### config.mk
export PLATFORM = sky130hd
export DESIGN_NAME = fifo_sync_ex
export DESIGN_NICKNAME = d
export VERILOG_FILES = /design/src/rtl/fifo_sync_ex.sv
export SDC_FILE = /design/constraint.sdc
export NUM_CORES = 1
export LEC_CHECK = 0
export CAP_MARGIN = 20
export CELL_PAD_IN_SITES_DETAIL_PLACEMENT = 0
export CELL_PAD_IN_SITES_GLOBAL_PLACEMENT = 1
export CORE_MARGIN = 8
export CORE_UTILIZATION = 53
export CTS_CLUSTER_DIAMETER = 40
export DETAILED_ROUTE_END_ITERATION = 16
export PLACE_DENSITY_LB_ADDON = 0.1
export SKIP_CTS_REPAIR_TIMING = 1
export SYNTH_ARGS = -nofsm -noshare
export SYNTH_HDL_FRONTEND = slang
export SYNTH_SLANG_ARGS = --single-unit
### constraint.sdc
create_clock -name clk -period 3.3 [get_ports clk]
set_input_delay 0.33 -clock clk [delete_from_list [all_inputs] [get_ports clk]]
set_output_delay 0.33 -clock clk [all_outputs]
set_load 0.02 [all_outputs]
### src/rtl/fifo_sync_ex.sv
// Parametrised synchronous FIFO: standard/FWFT read mode, level, almost-full/empty, flush.
// Optional sticky overflow/underflow ports when FIFO_ERR_FLAGS_EN is defined.
module fifo_sync_ex #(
    parameter int DATA_WIDTH    = 16,
    parameter int ADDR_WIDTH    = 4,
    parameter int FWFT          = 0,
    parameter int AFULL_THRESH  = (2 ** ADDR_WIDTH) - 2,
    parameter int AEMPTY_THRESH = 1
) (
    input  logic                  clk,
    input  logic                  rst,
    input  logic                  flush,
    input  logic                  wr_en,
    input  logic [DATA_WIDTH-1:0] wr_data,
    output logic                  wr_ready,
    input  logic                  rd_en,
    output logic [DATA_WIDTH-1:0] rd_data,
    output logic                  rd_ready,
    output logic [ADDR_WIDTH:0]   level,
    output logic                  almost_full,
    output logic                  almost_empty
`ifdef FIFO_ERR_FLAGS_EN
    ,
    output logic                  overflow,
    output logic                  underflow
`endif
);

    localparam int DEPTH = 2 ** ADDR_WIDTH;
    localparam logic [ADDR_WIDTH:0]   FULL_LVL = (ADDR_WIDTH + 1)'(DEPTH);
    localparam logic [ADDR_WIDTH:0]   AF_T     = (ADDR_WIDTH + 1)'(AFULL_THRESH);
    localparam logic [ADDR_WIDTH:0]   AE_T     = (ADDR_WIDTH + 1)'(AEMPTY_THRESH);
    localparam logic [ADDR_WIDTH:0]   LVL_ONE  = (ADDR_WIDTH + 1)'(1);
    localparam logic [ADDR_WIDTH-1:0] PTR_ONE  = ADDR_WIDTH'(1);

    generate
        if (AFULL_THRESH < 1 || AFULL_THRESH > DEPTH) begin : g_bad_afull
            $error("fifo_sync_ex: AFULL_THRESH out of range 1..DEPTH");
        end
        if (AEMPTY_THRESH < 0 || AEMPTY_THRESH > DEPTH - 1) begin : g_bad_aempty
            $error("fifo_sync_ex: AEMPTY_THRESH out of range 0..DEPTH-1");
        end
    endgenerate

    logic [DATA_WIDTH-1:0] mem [DEPTH];
    logic [ADDR_WIDTH-1:0] wr_ptr;
    logic [ADDR_WIDTH-1:0] rd_ptr;
    logic                  wr_acc;
    logic                  rd_acc;

    // Handshake: a write transfers on a rising edge when wr_en & wr_ready, a read when
    // rd_en & rd_ready. A full FIFO still takes a write in the same cycle as an accepted
    // read (the freed slot is reused), and flush overrides both requests.
    assign wr_ready     = (level != FULL_LVL);
    assign rd_ready     = (level != '0);
    assign almost_full  = (level >= AF_T);
    assign almost_empty = (level <= AE_T);
    assign rd_acc       = rd_en & rd_ready & ~flush;
    assign wr_acc       = wr_en & (wr_ready | rd_acc) & ~flush;

    always_ff @(posedge clk or negedge rst) begin
        if (!rst) begin
            wr_ptr <= '0;
            rd_ptr <= '0;
            level  <= '0;
        end else if (flush) begin
            wr_ptr <= '0;
            rd_ptr <= '0;
            level  <= '0;
        end else begin
            if (wr_acc) wr_ptr <= wr_ptr + PTR_ONE;
            if (rd_acc) rd_ptr <= rd_ptr + PTR_ONE;
            case ({wr_acc, rd_acc})
                2'b10:   level <= level + LVL_ONE;
                2'b01:   level <= level - LVL_ONE;
                default: level <= level;
            endcase
        end
    end

    always_ff @(posedge clk) begin
        if (wr_acc) mem[wr_ptr] <= wr_data;
    end

    generate
        if (FWFT != 0) begin : g_fwft
            // Head entry is presented directly; zero while empty so reset shows 0.
            assign rd_data = rd_ready ? mem[rd_ptr] : '0;
        end else begin : g_std
            logic [DATA_WIDTH-1:0] rd_data_q;
            always_ff @(posedge clk or negedge rst) begin
                if (!rst)        rd_data_q <= '0;
                else if (rd_acc) rd_data_q <= mem[rd_ptr];
            end
            assign rd_data = rd_data_q;
        end
    endgenerate

`ifdef FIFO_ERR_FLAGS_EN
    // Flags record refused requests only; a write paired with a read at full is accepted.
    always_ff @(posedge clk or negedge rst) begin
        if (!rst) begin
            overflow  <= 1'b0;
            underflow <= 1'b0;
        end else if (flush) begin
            overflow  <= 1'b0;
            underflow <= 1'b0;
        end else begin
            if (wr_en && !wr_acc) overflow  <= 1'b1;
            if (rd_en && !rd_ready) underflow <= 1'b1;
        end
    end
`endif

endmodule

=== Word level (Yosys, flattened, before mapping) ===
Memories as Yosys holds them, arrays and structs flattened. A register that Yosys moved wholly into a read port is not among the register bits.
Cells that the tools add are included.

* $lt $le $gt $ge: 2
* Reduce and logical (&&, ||, !) cells: 5
* Bitwise operators: 6
* Mux-type cells: 8
* Add/subtract/negate cells: 4
* Eq/ne operators: 3

{| class="wikitable"
|+ Operator list
! cell !! number
|-
| 4-bit two-way mux || 4
|-
| 5-bit one-hot mux with 2 select lines || 1
|-
| 4-bit by 1-bit adder with 4-bit output (second input constant) || 2
|-
| 5-bit by 1-bit adder with 5-bit output (second input constant) || 1
|-
| 5-bit by 4-bit greater-or-equal comparator with 1-bit output (second input constant) || 1
|-
| 5-bit by 1-bit <= comparator with 1-bit output (second input constant) || 1
|-
| 5-bit two-way mux || 1
|-
| 5-bit inequality test (second input constant) || 1
|-
| 5-bit nonzero test || 1
|-
| 5-bit by 1-bit subtractor with 5-bit output (second input constant) || 1
|-
| 1-bit bitwise AND || 4
|-
| 2-bit nonzero test || 2
|-
| 3-bit nonzero test || 1
|-
| 2-bit by 1-bit equality test with 1-bit output (second input constant) || 1
|-
| 2-bit equality test (second input constant) || 1
|-
| 1-bit two-way mux || 2
|-
| 1-bit zero test || 1
|-
| 1-bit NOT || 1
|-
| 1-bit bitwise OR || 1
|}

* Bits of input ports: 21
* RAM bits: 256
* Memories: 1
* Register bits: 13
* Logic and storage cells: 32
* Output and inout bits: 25

{| class="wikitable"
|+ Memories
! name !! words !! bits a word !! rd ports !! clocked after Yosys merged registers in !! wr ports !! RTL line !! text
|-
| mem || 16 || 16 || 1 || 1 || 1 || 45 || <nowiki>logic [DATA_WIDTH-1:0] mem [DEPTH];</nowiki>
|}

=== Depth between registers and ports, before layout ===
* Depth in word-level cells: 9
* Depth in mapped cells: 8
* Mapped depth without buffers: 7

=== Worst setup path before layout ===
OpenSTA, ideal clock, no wires.

* Path kind: reg2reg
* Start point: register level[0]
* End point: memory mem[12][0] (enable)
* Required time: 2.912 ns
* Period minus slack after synthesis: 2.660 ns
* Setup slack: 0.640 ns
* Library setup time: 0.388 ns
* Data arrival time: 2.272 ns
* Buffers on the path: 1
* Cell stages (with the launch flop): 8
* Cell sequence: dfrtp_1 inv_1 ha_1 nand4bb_1 buf_2 o21a_1 nand2_1 nor2_1

* Elaborated cells between the ends (all ways): 9
* Those cells by class: 1 x eq/ne; 2 x mux; 5 x bitwise; 1 x reduce/logical

{| class="wikitable"
|+ RTL lines
! item !! RTL line !! text
|-
| start: declaration || 19 || <nowiki>output logic [ADDR_WIDTH:0] level,</nowiki>
|-
| start signal: assignment || 74 || <nowiki>2'b10: level <= level + LVL_ONE;</nowiki>
|-
| start signal: assignment || 75 || <nowiki>2'b01: level <= level - LVL_ONE;</nowiki>
|-
| start signal: assignment || 76 || <nowiki>default: level <= level;</nowiki>
|-
| 5-bit inequality test || 54 || <nowiki>assign wr_ready = (level != FULL_LVL);</nowiki>
|-
| via wr_ready || 15 || <nowiki>output logic wr_ready,</nowiki>
|-
| 1-bit bitwise OR || 59 || <nowiki>assign wr_acc = wr_en & (wr_ready | rd_acc) & ~flush;</nowiki>
|-
| 1-bit bitwise AND (2 in series) || 59 ||
|-
| 1-bit two-way mux || 82 || <nowiki>if (wr_acc) mem[wr_ptr] <= wr_data;</nowiki>
|-
| 1-bit two-way mux (implied by the code) || 82 ||
|-
| end: declaration || 45 ||
|}

The timed path passes the listed nets, and every way through them passes these cells.

=== Worst setup path after layout ===
* Start point: register level[1]
* End point: output rd_ready

* Word-level cells in the longest chain between the ends: 1

{| class="wikitable"
|+ RTL lines
! item !! RTL line !! text
|-
| 5-bit nonzero test || 55 || <nowiki>assign rd_ready = (level != '0);</nowiki>
|-
| end: declaration || 18 || <nowiki>output logic rd_ready,</nowiki>
|}

No other way between the ends.

==> flow_summary.toml <==
[run_status]
status = "finished, final reports clean"

[worst_hold_path]
hp-class = "primary input to asynchronous set/reset pin"

[place]
gp_congestion = 0.7603
dp_slack_ns = 0.7481
dpl.hpwl_mm = 14.73
port-buffer-count = 45

[synthesis]
syn_area_per_cell_um2 = 19.88
synth_top_area_frac = 0.6869
ys_ff_latch = 285
syn_nets = 594
yosysWarnings = 0
synth.largest_area_cell = "edfxtp_1"
synthTopCellsByArea = "edfxtp_1, mux4_2, dfrtp_1"
seq_area_frac_synth = 0.7518
netlist_area_um2 = 11190
yosysUniqueCellTypes = 35
syn_inst = 563

[floorplanning]
core-area_um2 = 20890
start_util = 0.5357
die_y_um = 161.3
design.die.area_um2 = 26020
ios = 46
die-width_um = 161.3
num_rows = 53

[detailed_routing]
drt-total-wl_mm = 23.45
drc_errors = 0
vias = 5527
postRouteAntennaNets = 0
vias_per_cell = 5.806
drt_first_iter_violations = 413
wl_per_cell_um = 24.64
firstDrtPassIters = 4

[timing]
clock_skew_ns = 0.01682
period_minus_slack_ns = 2.910
slew_headroom = 0.4904
finalMaxSlewViolations = 0
max_freq_mhz = 343.7
final-hold-violation-count = 0
setup_viol = 0
finalWorstSetupSlack_ns = 0.3903
worstMarginPinSlew_ns = 0.7620
final.setup.tns_ns = 0
period_share = 0.8817
grt_setup_unrepaired = "no"

[critical_path]
crit_path_frequent_cell = "inv_1"
max_stage_delay_ns = 0.59
crit_chain = "inv_1 > ha_1 > nor4b_4 > inv_1 > clkdlybuf4s50_1"
rr_startpoint = "level[1]"
end_kind = "output port"
startpoint_type = "register"
crit_slowest_cell = "clkdlybuf4s50_1"
r2r_slack_ns = 0.82
worst-r2r-cell-count = 7
crit_required_ns = 2.97
critPathKind = "register to output port"
worstPathArrival_ns = 2.58
r2r-end = "rd_data[1]"
crit_fanout = 9

[global_route]
grt_pass1_wl_mm = 35.98
gr-usage-all-layers = 0.1842
grt_overflow = 0
grt_max_degree = 37
antenna_found_initial = 0
grt_pass1_vias = 5830

[clock_network]
clock-root-buffer = "clkbuf_16"
cts.sinks = 285
cts_tree = "yes"
h-tree-depth = 2
clk_latency_ns = 0.51
cts.path.max_buffers = 3
clk_pin_slew_worst_paths_ns = 0.05
cts_buffers = 36

[final_layout]
fillers = 1478
nNetsFinal = 682
antenna_cells = 0
layout-drive-gt1-share = 0.2659
area_growth_pct = 19.19

[power_and_ir_drop]
powerDensity_nw_per_um2 = 748.6
power_mw = 9.985
peakVddDrop_mv = 0.4534
power_leakage_nw = 4.413

[run]
maxCapViolCount = 0
[state kept, by name, summed over array words and instances, names as in the netlist]
| register | flops |
|---|---|
| mem | 256 |
| rd_data | 16 |
| level | 5 |
| rd_ptr | 4 |
| wr_ptr | 4 |
[worst max path at each step]
stage | startpoint | end | slack, ns
6_report | level[1] | rd_ready | 0.39
3_3_place_gp | flush | mem[5][8] | 0.81
5_1_grt | level[1] | rd_ready | 0.23
4_1_cts | level[1] | rd_ready | 0.36
3_5_place_dp | flush | rd_data[0] | 0.75
2_1_floorplan | level[0] | mem[12][0] | 0.64
[cell usage in the layout, fill, tap and decap left out, types with 2 or more instances in the layout]
| master | count |
|---|---|
| inv_6 | 8 |
| o211ai_1 | 3 |
| clkdlybuf4s50_1 | 45 |
| mux2_2 | 19 |
| nand2_1 | 26 |
| xnor2_1 | 2 |
| nor2_1 | 30 |
| ha_1 | 10 |
| xor2_1 | 4 |
| bufinv_16 | 5 |
| a22oi_1 | 18 |
| dfrtp_1 | 27 |
| nor2b_1 | 5 |
| mux2i_1 | 2 |
| nor3_2 | 2 |
| buf_4 | 32 |
| edfxtp_1 | 256 |
| nand3_1 | 34 |
| clkbuf_1 | 3 |
| clkinvlp_4 | 3 |
| clkinv_2 | 4 |
| o21a_1 | 2 |
| inv_1 | 6 |
| nand2b_1 | 2 |
| nor3_1 | 5 |
| a21oi_1 | 3 |
| clkinv_1 | 2 |
| clkbuf_16 | 37 |
| and3_1 | 2 |
| mux4_2 | 64 |
[layout make-up]
cell class / instances / area [um2] / area share
Sequential cell: 285 / 8418 / 0.6311
Clock buffer: 40 / 937.1 / 0.07026
Multi-Input combinational cell: 245 / 2630 / 0.1972
Tap cell: 275 / 344.1 / 0.02580
Timing Repair Buffer: 77 / 690.7 / 0.05178
Inverter: 6 / 22.52 / 0.001689
Clock inverter: 24 / 295.3 / 0.02214
[report_power, final]
group	switching, mW	internal (mW)	total [mW]
Sequential	0.176	4.09	4.27
Clock	1.49	2.48	3.97
Combinational	0.883	0.863	1.75
Total	2.55	7.43	9.99
[synth_stat cells]
cell type	instances
dfrtp_1	29
nor2_1	30
ha_1	10
buf_6	2
or3_1	1
nand2b_1	2
or3b_2	1
nor4_1	1
a22oi_1	18
o21ai_1	1
clkbuf_1	10
nand2_1	26
nand3b_1	1
mux2_2	19
xnor2_1	2
and3_1	2
nor2b_1	5
mux2i_1	2
nand4bb_1	1
buf_2	15
a311oi_1	1
a21oi_1	3
o211ai_1	3
xor2_1	4
nor3_1	7
nand4_1	1
a211oi_1	1
inv_1	6
a31oi_1	1
edfxtp_1	256
nor4b_4	1
o211a_1	1
mux4_2	64
nand3_1	34
o21a_1	2
[critical path: cells and delay by family (launching register included)]
kind / cells / cell delay (ns)
and+or+nand+nor: 1 / 0.43
adders and majority gates: 1 / 0.19
buffers and inverters: 3 / 0.99
DFF: 1 / 0.47
[cells by family (layout without fill, tap and decap cells)]
kind of cell / after synthesis / in the layout / synth area share
xor gates and xnor gates: 6 / 6 / 0.004696
adders and majority gates: 10 / 10 / 0.01118
muxes: 85 / 85 / 0.1497
AOI/OAI and AO/OA: 31 / 31 / 0.02012
buffers and inverters: 33 / 147 / 0.01409
and+or+nand+nor: 113 / 113 / 0.04841
DFF: 285 / 285 / 0.7518
[layer usage]
layer	vias to the layer above	GRT usage	wire length, um
li1	2456	-	-
met1	2910	0.2362	9757
met2	128	0.3170	12380
met3	33	0.03131	911
met4	0	0.05724	408
met5	-	0	0
[stage by stage]
| step | cell area [um2] | instances | util | hold slack (ns) |
|---|---|---|---|---|
| floorplan | 11190 | 563 | - | 0.03441 |
| global placement | 12110 | 888 | 0.5795 | 0.4848 |
| detailed placement | 12110 | 888 | 0.5795 | 0.4838 |
| CTS | 13340 | 952 | 0.6385 | 0.2677 |
| global route | 13340 | 952 | 0.6385 | 0.3124 |
| finish | 13340 | 952 | 0.6385 | 0.2713 |
(Power assumes the default switching activity.)
